<file path="config.mk">
export PLATFORM = sky130hd
export DESIGN_NAME = seg_scan_arbiter
export DESIGN_NICKNAME = d
export VERILOG_FILES = /design/src/rtl/seg_pkg.sv /design/src/rtl/seg_hex_decode.sv /design/src/rtl/seg_scan_arbiter.sv
export SDC_FILE = /design/constraint.sdc
export NUM_CORES = 1
export LEC_CHECK = 0
export BUFFER_PORTS_ARGS = -buffer_cell sky130_fd_sc_hd__clkbuf_2
export CAP_MARGIN = 15
export CORE_ASPECT_RATIO = 1.5
export CORE_MARGIN = 5
export CORE_UTILIZATION = 61
export CTS_CLUSTER_SIZE = 20
export DETAILED_ROUTE_END_ITERATION = 8
export GPL_TIMING_DRIVEN = 0
export HOLD_SLACK_MARGIN = 0.02
export PLACE_DENSITY = 0.86
export REMOVE_ABC_BUFFERS = 1
export SYNTH_ARGS = -nofsm -noshare
export SYNTH_HDL_FRONTEND = slang
export SYNTH_SLANG_ARGS = --single-unit
</file>
<file path="constraint.sdc">
create_clock -name clk -period 12.4 [get_ports clk]
set_clock_uncertainty 0.05 [all_clocks]
set_input_delay 3.1 -clock clk [delete_from_list [all_inputs] [get_ports clk]]
set_output_delay 3.1 -clock clk [all_outputs]
set_load 0.005 [all_outputs]
</file>
<file path="src/rtl/seg_pkg.sv">
// Shared constants and helpers for the multiplexed 7-segment display arbiter.
// Segment patterns are active-low {g,f,e,d,c,b,a}, and digit enables are active-low.
package seg_pkg;

  // Hex glyphs 0..F
  localparam logic [6:0] SEG_HEX_0 = 7'b1000000;
  localparam logic [6:0] SEG_HEX_1 = 7'b1111001;
  localparam logic [6:0] SEG_HEX_2 = 7'b0100100;
  localparam logic [6:0] SEG_HEX_3 = 7'b0110000;
  localparam logic [6:0] SEG_HEX_4 = 7'b0011001;
  localparam logic [6:0] SEG_HEX_5 = 7'b0010010;
  localparam logic [6:0] SEG_HEX_6 = 7'b0000010;
  localparam logic [6:0] SEG_HEX_7 = 7'b1111000;
  localparam logic [6:0] SEG_HEX_8 = 7'b0000000;
  localparam logic [6:0] SEG_HEX_9 = 7'b0010000;
  localparam logic [6:0] SEG_HEX_A = 7'b0001000;
  localparam logic [6:0] SEG_HEX_B = 7'b0000011;
  localparam logic [6:0] SEG_HEX_C = 7'b1000110;
  localparam logic [6:0] SEG_HEX_D = 7'b0100001;
  localparam logic [6:0] SEG_HEX_E = 7'b0000110;
  localparam logic [6:0] SEG_HEX_F = 7'b0001110;

  // All segments dark / all digits disabled
  localparam logic [6:0] SEG_BLANK = 7'b1111111;
  localparam logic [3:0] AN_OFF    = 4'b1111;

  // Digit enable per scan index; index 0 is the leftmost digit
  localparam logic [3:0] AN_IDX0 = 4'b0111;
  localparam logic [3:0] AN_IDX1 = 4'b1011;
  localparam logic [3:0] AN_IDX2 = 4'b1101;
  localparam logic [3:0] AN_IDX3 = 4'b1110;

  // Arbiter ownership states
  typedef enum logic [1:0] {
    IDLE = 2'd0,
    OWN0 = 2'd1,
    OWN1 = 2'd2
  } arb_state_e;

  // Digit enable pattern for a scan index
  function automatic logic [3:0] an_for_index(input logic [1:0] idx);
    logic [3:0] an;
    case (idx)
      2'd0:    an = AN_IDX0;
      2'd1:    an = AN_IDX1;
      2'd2:    an = AN_IDX2;
      default: an = AN_IDX3;
    endcase
    return an;
  endfunction

  // Nibble shown at a scan index; index 0 takes the most significant nibble
  function automatic logic [3:0] nibble_for_index(input logic [15:0] value,
                                                  input logic [1:0]  idx);
    logic [3:0] nib;
    case (idx)
      2'd0:    nib = value[15:12];
      2'd1:    nib = value[11:8];
      2'd2:    nib = value[7:4];
      default: nib = value[3:0];
    endcase
    return nib;
  endfunction

  // Blank flag for a scan index; bit 3 belongs to the leftmost digit
  function automatic logic blank_for_index(input logic [3:0] blank,
                                           input logic [1:0] idx);
    logic b;
    case (idx)
      2'd0:    b = blank[3];
      2'd1:    b = blank[2];
      2'd2:    b = blank[1];
      default: b = blank[0];
    endcase
    return b;
  endfunction

  // One-hot grant vector for an ownership state
  function automatic logic [1:0] grant_for_state(input arb_state_e st);
    logic [1:0] g;
    case (st)
      OWN0:    g = 2'b01;
      OWN1:    g = 2'b10;
      default: g = 2'b00;
    endcase
    return g;
  endfunction

endpackage

</file>
<file path="src/rtl/seg_hex_decode.sv">
// Combinational hex digit to active-low 7-segment pattern decoder.
module seg_hex_decode
  import seg_pkg::*;
(
  input  logic [3:0] nibble,
  output logic [6:0] seg
);

  // Look up the glyph for the nibble
  always_comb begin
    seg = SEG_BLANK;
    case (nibble)
      4'h0: seg = SEG_HEX_0;
      4'h1: seg = SEG_HEX_1;
      4'h2: seg = SEG_HEX_2;
      4'h3: seg = SEG_HEX_3;
      4'h4: seg = SEG_HEX_4;
      4'h5: seg = SEG_HEX_5;
      4'h6: seg = SEG_HEX_6;
      4'h7: seg = SEG_HEX_7;
      4'h8: seg = SEG_HEX_8;
      4'h9: seg = SEG_HEX_9;
      4'hA: seg = SEG_HEX_A;
      4'hB: seg = SEG_HEX_B;
      4'hC: seg = SEG_HEX_C;
      4'hD: seg = SEG_HEX_D;
      4'hE: seg = SEG_HEX_E;
      4'hF: seg = SEG_HEX_F;
      default: seg = SEG_BLANK;
    endcase
  end

endmodule

</file>
<file path="src/rtl/seg_scan_arbiter.sv">
// Two-requester owner of a 4-digit multiplexed 7-segment display.
// A free-running prescaler produces the scan tick; ownership is decided only
// at frame boundaries (the tick that wraps the digit index from 3 back to 0),
// with round-robin tie breaking and a minimum hold before preemption.
// The owner's value and blank mask are latched once per frame so a frame
// never mixes old and new data.
module seg_scan_arbiter
  import seg_pkg::*;
#(
  parameter int DIV_W       = 17,
  parameter int HOLD_FRAMES = 4
) (
  input  logic        clk,
  input  logic        rst,
  input  logic [1:0]  req,
  input  logic [15:0] data0,
  input  logic [15:0] data1,
  input  logic [3:0]  blank0,
  input  logic [3:0]  blank1,
  output logic [1:0]  grant,
  output logic [6:0]  seg,
  output logic [3:0]  an,
  output logic        dp
);

  localparam logic [3:0] HOLD_MAX = 4'(HOLD_FRAMES);

  // Timing chain
  logic [DIV_W-1:0] prescaler_q, prescaler_d;
  logic [1:0]       digit_idx_q, digit_idx_d;
  logic             tick;
  logic             frame_tick;

  // Arbiter state
  arb_state_e state_q, state_d;
  logic [3:0] hold_q, hold_d;
  logic       last_q, last_d;

  // Per-frame latched owner data
  logic [15:0] data_q, data_d;
  logic [3:0]  blank_q, blank_d;

  // Registered pins
  logic [1:0] grant_q, grant_d;
  logic [6:0] seg_q, seg_d;
  logic [3:0] an_q, an_d;

  // Decode path for the slot about to be shown
  logic [3:0] show_nibble;
  logic [6:0] show_seg;

  assign tick       = &prescaler_q;
  assign frame_tick = tick && (digit_idx_q == 2'd3);

  // Advance the prescaler every cycle and the scan index on each tick
  always_comb begin
    prescaler_d = prescaler_q + DIV_W'(1);
    digit_idx_d = digit_idx_q;
    if (tick) begin
      digit_idx_d = digit_idx_q + 2'd1;
    end
  end

  // Ownership decision at frame boundaries, including hold and round-robin bookkeeping
  always_comb begin
    state_d = state_q;
    hold_d  = hold_q;
    last_d  = last_q;
    if (frame_tick) begin
      case (state_q)
        IDLE: begin
          if (req == 2'b11) begin
            state_d = last_q ? OWN0 : OWN1;
          end else if (req[0]) begin
            state_d = OWN0;
          end else if (req[1]) begin
            state_d = OWN1;
          end
        end
        OWN0: begin
          if (!req[0]) begin
            state_d = req[1] ? OWN1 : IDLE;
          end else if ((hold_q == HOLD_MAX) && req[1]) begin
            state_d = OWN1;
          end
        end
        OWN1: begin
          if (!req[1]) begin
            state_d = req[0] ? OWN0 : IDLE;
          end else if ((hold_q == HOLD_MAX) && req[0]) begin
            state_d = OWN0;
          end
        end
        default: state_d = IDLE;
      endcase

      if (state_d == IDLE) begin
        hold_d = 4'd0;
      end else if (state_d != state_q) begin
        hold_d = 4'd1;
        last_d = (state_d == OWN1);
      end else if (hold_q < HOLD_MAX) begin
        hold_d = hold_q + 4'd1;
      end
    end
  end

  // Capture the incoming owner's value and blank mask at each frame boundary
  always_comb begin
    data_d  = data_q;
    blank_d = blank_q;
    if (frame_tick) begin
      case (state_d)
        OWN0: begin
          data_d  = data0;
          blank_d = blank0;
        end
        OWN1: begin
          data_d  = data1;
          blank_d = blank1;
        end
        default: begin
          data_d  = 16'h0000;
          blank_d = 4'h0;
        end
      endcase
    end
  end

  assign show_nibble = nibble_for_index(data_d, digit_idx_d);

  seg_hex_decode u_hex_decode (
    .nibble (show_nibble),
    .seg    (show_seg)
  );

  // Compute the pins for the next slot; they only change on a tick
  always_comb begin
    grant_d = grant_q;
    seg_d   = seg_q;
    an_d    = an_q;
    if (tick) begin
      grant_d = grant_for_state(state_d);
      if ((state_d == IDLE) || blank_for_index(blank_d, digit_idx_d)) begin
        seg_d = SEG_BLANK;
        an_d  = AN_OFF;
      end else begin
        seg_d = show_seg;
        an_d  = an_for_index(digit_idx_d);
      end
    end
  end

  // Arbiter state register
  always_ff @(posedge clk or negedge rst) begin
    if (!rst) begin
      state_q <= IDLE;
      hold_q  <= 4'd0;
      last_q  <= 1'b1;
    end else begin
      state_q <= state_d;
      hold_q  <= hold_d;
      last_q  <= last_d;
    end
  end

  // Prescaler, scan index and frame latch registers
  always_ff @(posedge clk or negedge rst) begin
    if (!rst) begin
      prescaler_q <= '0;
      digit_idx_q <= 2'd0;
      data_q      <= 16'h0000;
      blank_q     <= 4'h0;
    end else begin
      prescaler_q <= prescaler_d;
      digit_idx_q <= digit_idx_d;
      data_q      <= data_d;
      blank_q     <= blank_d;
    end
  end

  // Output pin registers
  always_ff @(posedge clk or negedge rst) begin
    if (!rst) begin
      grant_q <= 2'b00;
      seg_q   <= SEG_BLANK;
      an_q    <= AN_OFF;
    end else begin
      grant_q <= grant_d;
      seg_q   <= seg_d;
      an_q    <= an_d;
    end
  end

  assign grant = grant_q;
  assign seg   = seg_q;
  assign an    = an_q;
  assign dp    = 1'b1;

endmodule

</file>
==> Word-level counts from Yosys, hierarchy flattened <==
Memories as Yosys holds them, arrays and structs flattened.
Index checks and enable logic that the tools add are counted.
{ "classes": {"addsub": 3, "n_lt_le_gt_ge": 1, "eq_ne": 11, "n_mux": 28, "bitwise_logic": 1, "reduce_logical": 12} }
{ "ops": {"columns": ["op", "n"], "rows": [
  ["case mux 16 bit (2 select lines)", 1],
  ["2-to-1 mux 2 bit", 12],
  ["case mux 4 bit (3 select lines)", 2],
  ["2-to-1 mux 4 bit", 5],
  ["adder 17 x 1 -> 17 bit, second input constant", 1],
  ["AND reduction 17 bit", 1],
  ["2-to-1 mux 16 bit", 1],
  ["equality test 2 bit, second input constant", 6],
  ["zero test 2 bit", 4],
  ["case mux 4 bit (2 select lines)", 1],
  ["2-to-1 mux 7 bit", 1],
  ["equality test 2 x 1 -> 1 bit, second input constant", 3],
  ["case mux 2 bit (3 select lines)", 1],
  ["adder 4 x 1 -> 4 bit, second input constant", 1],
  ["equality test 4 x 3 -> 1 bit, second input constant", 1],
  ["less-than comparator 4 x 3 -> 1 bit, second input constant", 1],
  ["case mux 2 bit (2 select lines)", 1],
  ["logical AND 1 bit", 3],
  ["case mux 1 bit (3 select lines)", 1],
  ["AND reduction 3 bit", 1],
  ["nonzero test 3 bit", 1],
  ["adder 2 x 1 -> 2 bit, second input constant", 1],
  ["2-to-1 mux 1 bit", 2],
  ["inequality test 2 bit", 1],
  ["3 further kinds", 3]
]} }
{ "word_totals": {"ff_bits": 59, "rom_bits": 112, "inputBits": 44, "output_inout_bits": 14, "word_cells": 67, "mem_count": 1} }
{ "memory_table": {"columns": ["name", "words", "word_bits", "rd", "rd_ports_with_merged_regs", "wr", "line", "text"], "rows": [
  ["(name not given)", 16, 7, 1, 0, 0, "seg_hex_decode.sv:12", "case (nibble)"]
]} }

==> Depth between registers and ports, before layout <==
{ "logic_depth": {"word_depth": 14, "mapped_depth": 23, "ltp_nobuf": 20} }

==> Cells and area by module <==
Synthesis repeated with hierarchy kept, for this count alone.
{ "unflattened": {"hier_cells": 315, "area_unflattened_um2": 3343.2} }
{ "by_module_without_submodules": {"columns": ["mod", "instances", "cells_each", "area_each_um2", "seq_area_each_um2"], "rows": [
  ["seg_scan_arbiter", 1, 282, 3069.2, 1491.4],
  ["seg_hex_decode", 1, 33, 274.0, 0.0]
]} }

==> Worst setup path before layout <==
No wires, ideal clock.
{ "synth_path": {"path_type": "input -> register", "startpoint": "input port req[0]", "endpoint": "register seg_q[6] (netlist: seg[6])", "setup_time_ns": 0.100, "arrival_ns": 5.528, "t_required_ns": 12.250, "path_slack_ns": 6.723, "path_stages": 15, "n_path_buf": 1, "cell_sequence": "nand2_1 > a21oi_1 > mux2i_1 > inv_1 > ha_1 > clkbuf_1 > a22oi_1 > mux2i_1 > o2bb2ai_1 > mux2i_1 > inv_1 > ha_1 > mux2_1 > a22oi_1 > a21oi_1"} }
{ "synth_between": {"elab_chain_len": 13, "elab_cells_between_ends": 24, "classes_between": "3 x eq/ne; 17 x mux; 3 x reduce/logical; 1 x memory"} }
{ "synth_rtl": {"columns": ["element", "line", "text"], "rows": [
  ["from (decl)", "seg_scan_arbiter.sv:15", "input logic [1:0] req,"],
  ["logical AND 1 bit", "seg_scan_arbiter.sv:90", "end else if ((hold_q == HOLD_MAX) && req[0]) begin"],
  ["2-to-1 mux 2 bit", "seg_scan_arbiter.sv:90", null],
  ["2-to-1 mux 2 bit", "seg_scan_arbiter.sv:88", "if (!req[1]) begin"],
  ["case mux 2 bit (3 select lines) (*)", "seg_scan_arbiter.sv:70", "case (state_q)"],
  ["2-to-1 mux 2 bit (*) (2 in series)", "seg_scan_arbiter.sv:69", "if (frame_tick) begin"],
  ["via state_d[0]", "seg_scan_arbiter.sv:35", "arb_state_e state_q, state_d;"],
  ["branches (longest 6 deep; another with memory (16 x 7 bit))", null, null],
  ["2-to-1 mux 7 bit (*)", "seg_scan_arbiter.sv:144", "if ((state_d == IDLE) || blank_for_index(blank_d, digit_idx_d)) begin"],
  ["to (signal assigned)", "seg_scan_arbiter.sv:190", "seg_q <= seg_d;"],
  ["to (decl)", "seg_scan_arbiter.sv:45", "logic [6:0] seg_q, seg_d;"]
]} }
Mark *: on every way through the listed nets, which the timed path passes. The select of a mux whose other input is x is not followed.
A chain may end at the register's enable or synchronous reset.

==> Worst setup path in the final report <==
{ "layout_path": {"startpoint": "input port req[1]", "endpoint": "register seg_q[3] (netlist: seg[3])"} }
{ "layout_between": {"elab_chain_len": 13, "elab_cells_between_ends": 25, "classes_between": "3 x eq/ne; 18 x mux; 3 x reduce/logical; 1 x memory"} }
{ "layout_rtl": {"columns": ["element", "line"], "rows": [
  ["2-to-1 mux 2 bit / logical AND 1 bit (equally long branches)", "seg_scan_arbiter.sv:76, seg_scan_arbiter.sv:83"],
  ["2-to-1 mux 2 bit (on tied branches)", "seg_scan_arbiter.sv:74, seg_scan_arbiter.sv:83"],
  ["2-to-1 mux 2 bit (on tied branches)", "seg_scan_arbiter.sv:72, seg_scan_arbiter.sv:81"],
  ["case mux 2 bit (3 select lines) (*)", "seg_scan_arbiter.sv:70"],
  ["2-to-1 mux 2 bit (*) (2 in series)", "seg_scan_arbiter.sv:69"],
  ["via state_d[1]", "seg_scan_arbiter.sv:35"],
  ["branches (longest 6 deep; another with memory (16 x 7 bit))", null],
  ["2-to-1 mux 7 bit (*)", "seg_scan_arbiter.sv:144"]
]} }
Marks and branches as above.

==> results.json <==
{
  "power_density_nw_per_um2": 93.0,
  "numCtsBuffers": 9,
  "floorplan.initialDensity": 0.621,
  "worst-path-buf-inv": 2,
  "mostFrequentLayoutCells": "clkbuf_2, dfrtp_1, nand2_1",
  "firstDrtPassIters": 4,
  "die_w_um": 70.8,
  "vias_per_cell": 5.84,
  "crit_chain": "clkbuf_2 -> nand2_1 -> a21oi_1 -> mux2i_1 -> inv_1 -> ha_1 -> a22oi_1 -> mux2_1 -> o22ai_1 -> nand2_1 -> and2_1 -> ha_1 -> mux2_1 -> mux2i_1 -> a21oi_1",
  "grt_max_degree": 35,
  "slew-limit-headroom": 0.415,
  "yosysTopAreaCellShare": 0.348,
  "cts_resized": 0,
  "drt_iter0_drc": 210,
  "core-area_sq_um": 5450,
  "regArea_sq_um": 1490,
  "endpoint_kind": "flop",
  "cts_tree": "done",
  "clk_latency_ns": 0.33,
  "max_freq_mhz": 159,
  "cp.arrival_ns": 6.47,
  "sequentialPowerShare": 0.535,
  "drt-total-wl_um": 7410,
  "gp_congestion": 0.877,
  "fin_tns_setup_ns": 0,
  "antenna_found_initial": 0,
  "synth_area_per_cell_sq_um": 9.75,
  "hold_viol": 0,
  "cp_slowest_cell": "ha_1",
  "synthArstFlopShare": 1.00,
  "synthCells": 347,
  "io_pins": 58,
  "core.rowCount": 33,
  "yosysTopAreaCell": "dfrtp_1",
  "multi_input_area_sq_um": 1770,
  "p_leak_nw": 1.77,
  "placed_cells": 456,
  "crit_family": "multiplexers",
  "antenna_cells": 0,
  "final_max_slew_viol_count": 0,
  "cpPeakStageDelay_ns": 0.64,
  "synth_enable_flop_cells": 0,
  "via_count": 2757,
  "ant_nets": 0,
  "critPathKind": "in2reg",
  "p_sw_mw": 0.0795,
  "finalSetupViolCount": 0,
  "fill_cells": 436,
  "syn_to_final_growth_pct": 14.4,
  "die_area_sq_um": 7170,
  "instances_no_fill": 472,
  "p_int_mw": 0.281,
  "cts_setup_buffers": 0,
  "synthDistinctLibCells": 45,
  "post_drt_wl_per_cell_um": 15.7,
  "port_buffers": 56,
  "seq_area_frac_synth": 0.441,
  "grt_overflow": 0,
  "rsz0062_at_grt": "false",
  "ir_worst_vdd_v": 0.0000796,
  "comb_power_share": 0.036,
  "hp-class": "reg2reg",
  "status": "finished clean",
  "fin_crit_sh": 0.508,
  "tightest_slew_ns": 0.876,
  "route.detailed.drc": 0,
  "switching_share": 0.221,
  "synth_top_flop_cell": "dfrtp_1",
  "critPathLaunchType": "input port",
  "worstPathMaxFanout": 20,
  "holdBufCountCts": 0,
  "cts.sinks": 59,
  "dieHeight_um": 101,
  "required_ns": 12.58,
  "layout.nets": 457,
  "drive_gt1_frac": 0.251,
  "final_common_cell": "clkbuf_2",
  "root_buffer": "clkbuf_8",
  "grt_usage": 0.218,
  "synth_area_leaders": "dfrtp_1, dfstp_2, ha_1",
  "post-dp-hpwl_um": 5480,
  "synth-seq-cells": 59,
  "syn-cell-area_sq_um": 3380,
  "clockBufferDepth": 2,
  "clock_power_share": 0.429,
  "ys_warn_count": 0,
  "layout_min_cycle_time_ns": 6.29,
  "cts_htree_levels": 3,
  "cap_violations": 0,
  "clk_pin_slew_ns": 0.07,
  "grt_pass1_wl_um": 12500,
  "grt_pass1_vias": 2792
}
[worst paths after layout]
path | to | depth (start not counted) | slack, ns | start
worst max-delay path | seg[3]$_DFFE_PN1P_ | 15 | 6.11 | req[1]
worst min-delay path | prescaler_q[14]$_DFF_PN0_ | 1 | 0.42 | prescaler_q[14]$_DFF_PN0_
worst max register to register | seg[3]$_DFFE_PN1P_ | 17 | 6.50 | prescaler_q[0]$_DFF_PN0_
worst min register to register | prescaler_q[14]$_DFF_PN0_ | 1 | 0.42 | prescaler_q[14]$_DFF_PN0_
max in group asynchronous | last_q$_DFFE_PN1P_ | 2 | 8.88 | rst
min in group asynchronous | prescaler_q[16]$_DFF_PN0_ | 1 | 2.75 | rst
[metrics by stage]
stage | total power [mW] | area, sq um | utilization | hold WS (ns) | setup WS (ns)
floorplan | 0.197 | 3300 | - | 0.386 | 6.65
global route | 0.376 | 3870 | 0.710 | 0.433 | 5.77
CTS | 0.364 | 3870 | 0.710 | 0.420 | 6.09
detailed placement | 0.209 | 3690 | 0.677 | 0.408 | 5.78
finish | 0.360 | 3870 | 0.710 | 0.417 | 6.11
global placement | 0.208 | 3670 | 0.674 | 0.401 | 5.90
[sequential cells by signal, summed over array words and instances, names as in the netlist, 2 cells and up]
name	count
data_q	16
state_q	2
grant	2
blank_q	4
hold_q	4
seg	7
an	4
digit_idx_q	2
prescaler_q	17
[area by class of cell]
cell class / count / area share
clock buffers: 11 / 0.0391
clock inverters: 5 / 0.00711
inverters: 12 / 0.0116
multi-input cells: 258 / 0.457
flip-flops and latches: 59 / 0.385
well taps: 70 / 0.0226
repair buffers: 57 / 0.0776
[Yosys cell counts (3+ instances only)]
master and count:
ha_1 16, nand3_1 12, o22a_1 6, mux2_1 5
dfrtp_1 47, and2_1 5, a21oi_1 8, a31oi_1 6
buf_4 3, xnor2_1 11, nor2_1 30, inv_1 10
o21ai_0 26, xor2_1 4, mux2i_1 16, dfstp_2 12
o22ai_1 3, o2bb2ai_1 3, mux2_2 7, nand2_1 45
a22oi_1 21, and3_1 7, clkbuf_1 14, nor3_1 3
[per-layer routing]
metal / track usage / part of all wire
met2: 0.382 / 0.54
met5: 0 / 0
met1: 0.257 / 0.39
met3: 0.0447 / 0.053
met4: 0.0984 / 0.017
[kinds of logic after synthesis]
family	share of synthesized area
XOR/XNOR	0.0388
buffers and inverters	0.0370
multiplexers	0.102
AO/OA/AOI/OAI	0.182
AND/OR/NAND/NOR	0.139
flip-flops	0.441
other	0.00111
adder cells (fa/ha/maj)	0.0592
[worst reg2reg max path: cells and delay by family, from the launching register on]
| family | cells | cell delay [ns] |
|---|---|---|
| flops | 1 | 0.39 |
| compound gates | 3 | 0.59 |
| mux | 4 | 1.24 |
| simple gates | 6 | 1.72 |
| fa+ha+maj | 4 | 1.81 |
[power groups by stage]
| stage | clock network [mW] | logic (mW) | registers [mW] |
|---|---|---|---|
| 5_1_grt | 0.168 | 0.0150 | 0.193 |
| 3_3_place_gp | 0 | 0.0120 | 0.196 |
| 6_report | 0.154 | 0.0131 | 0.193 |
| 4_1_cts | 0.158 | 0.0133 | 0.193 |
| 3_5_place_dp | 0 | 0.0133 | 0.196 |
| 2_1_floorplan | 0 | 0.00129 | 0.196 |
(Power assumes the default switching activity.)
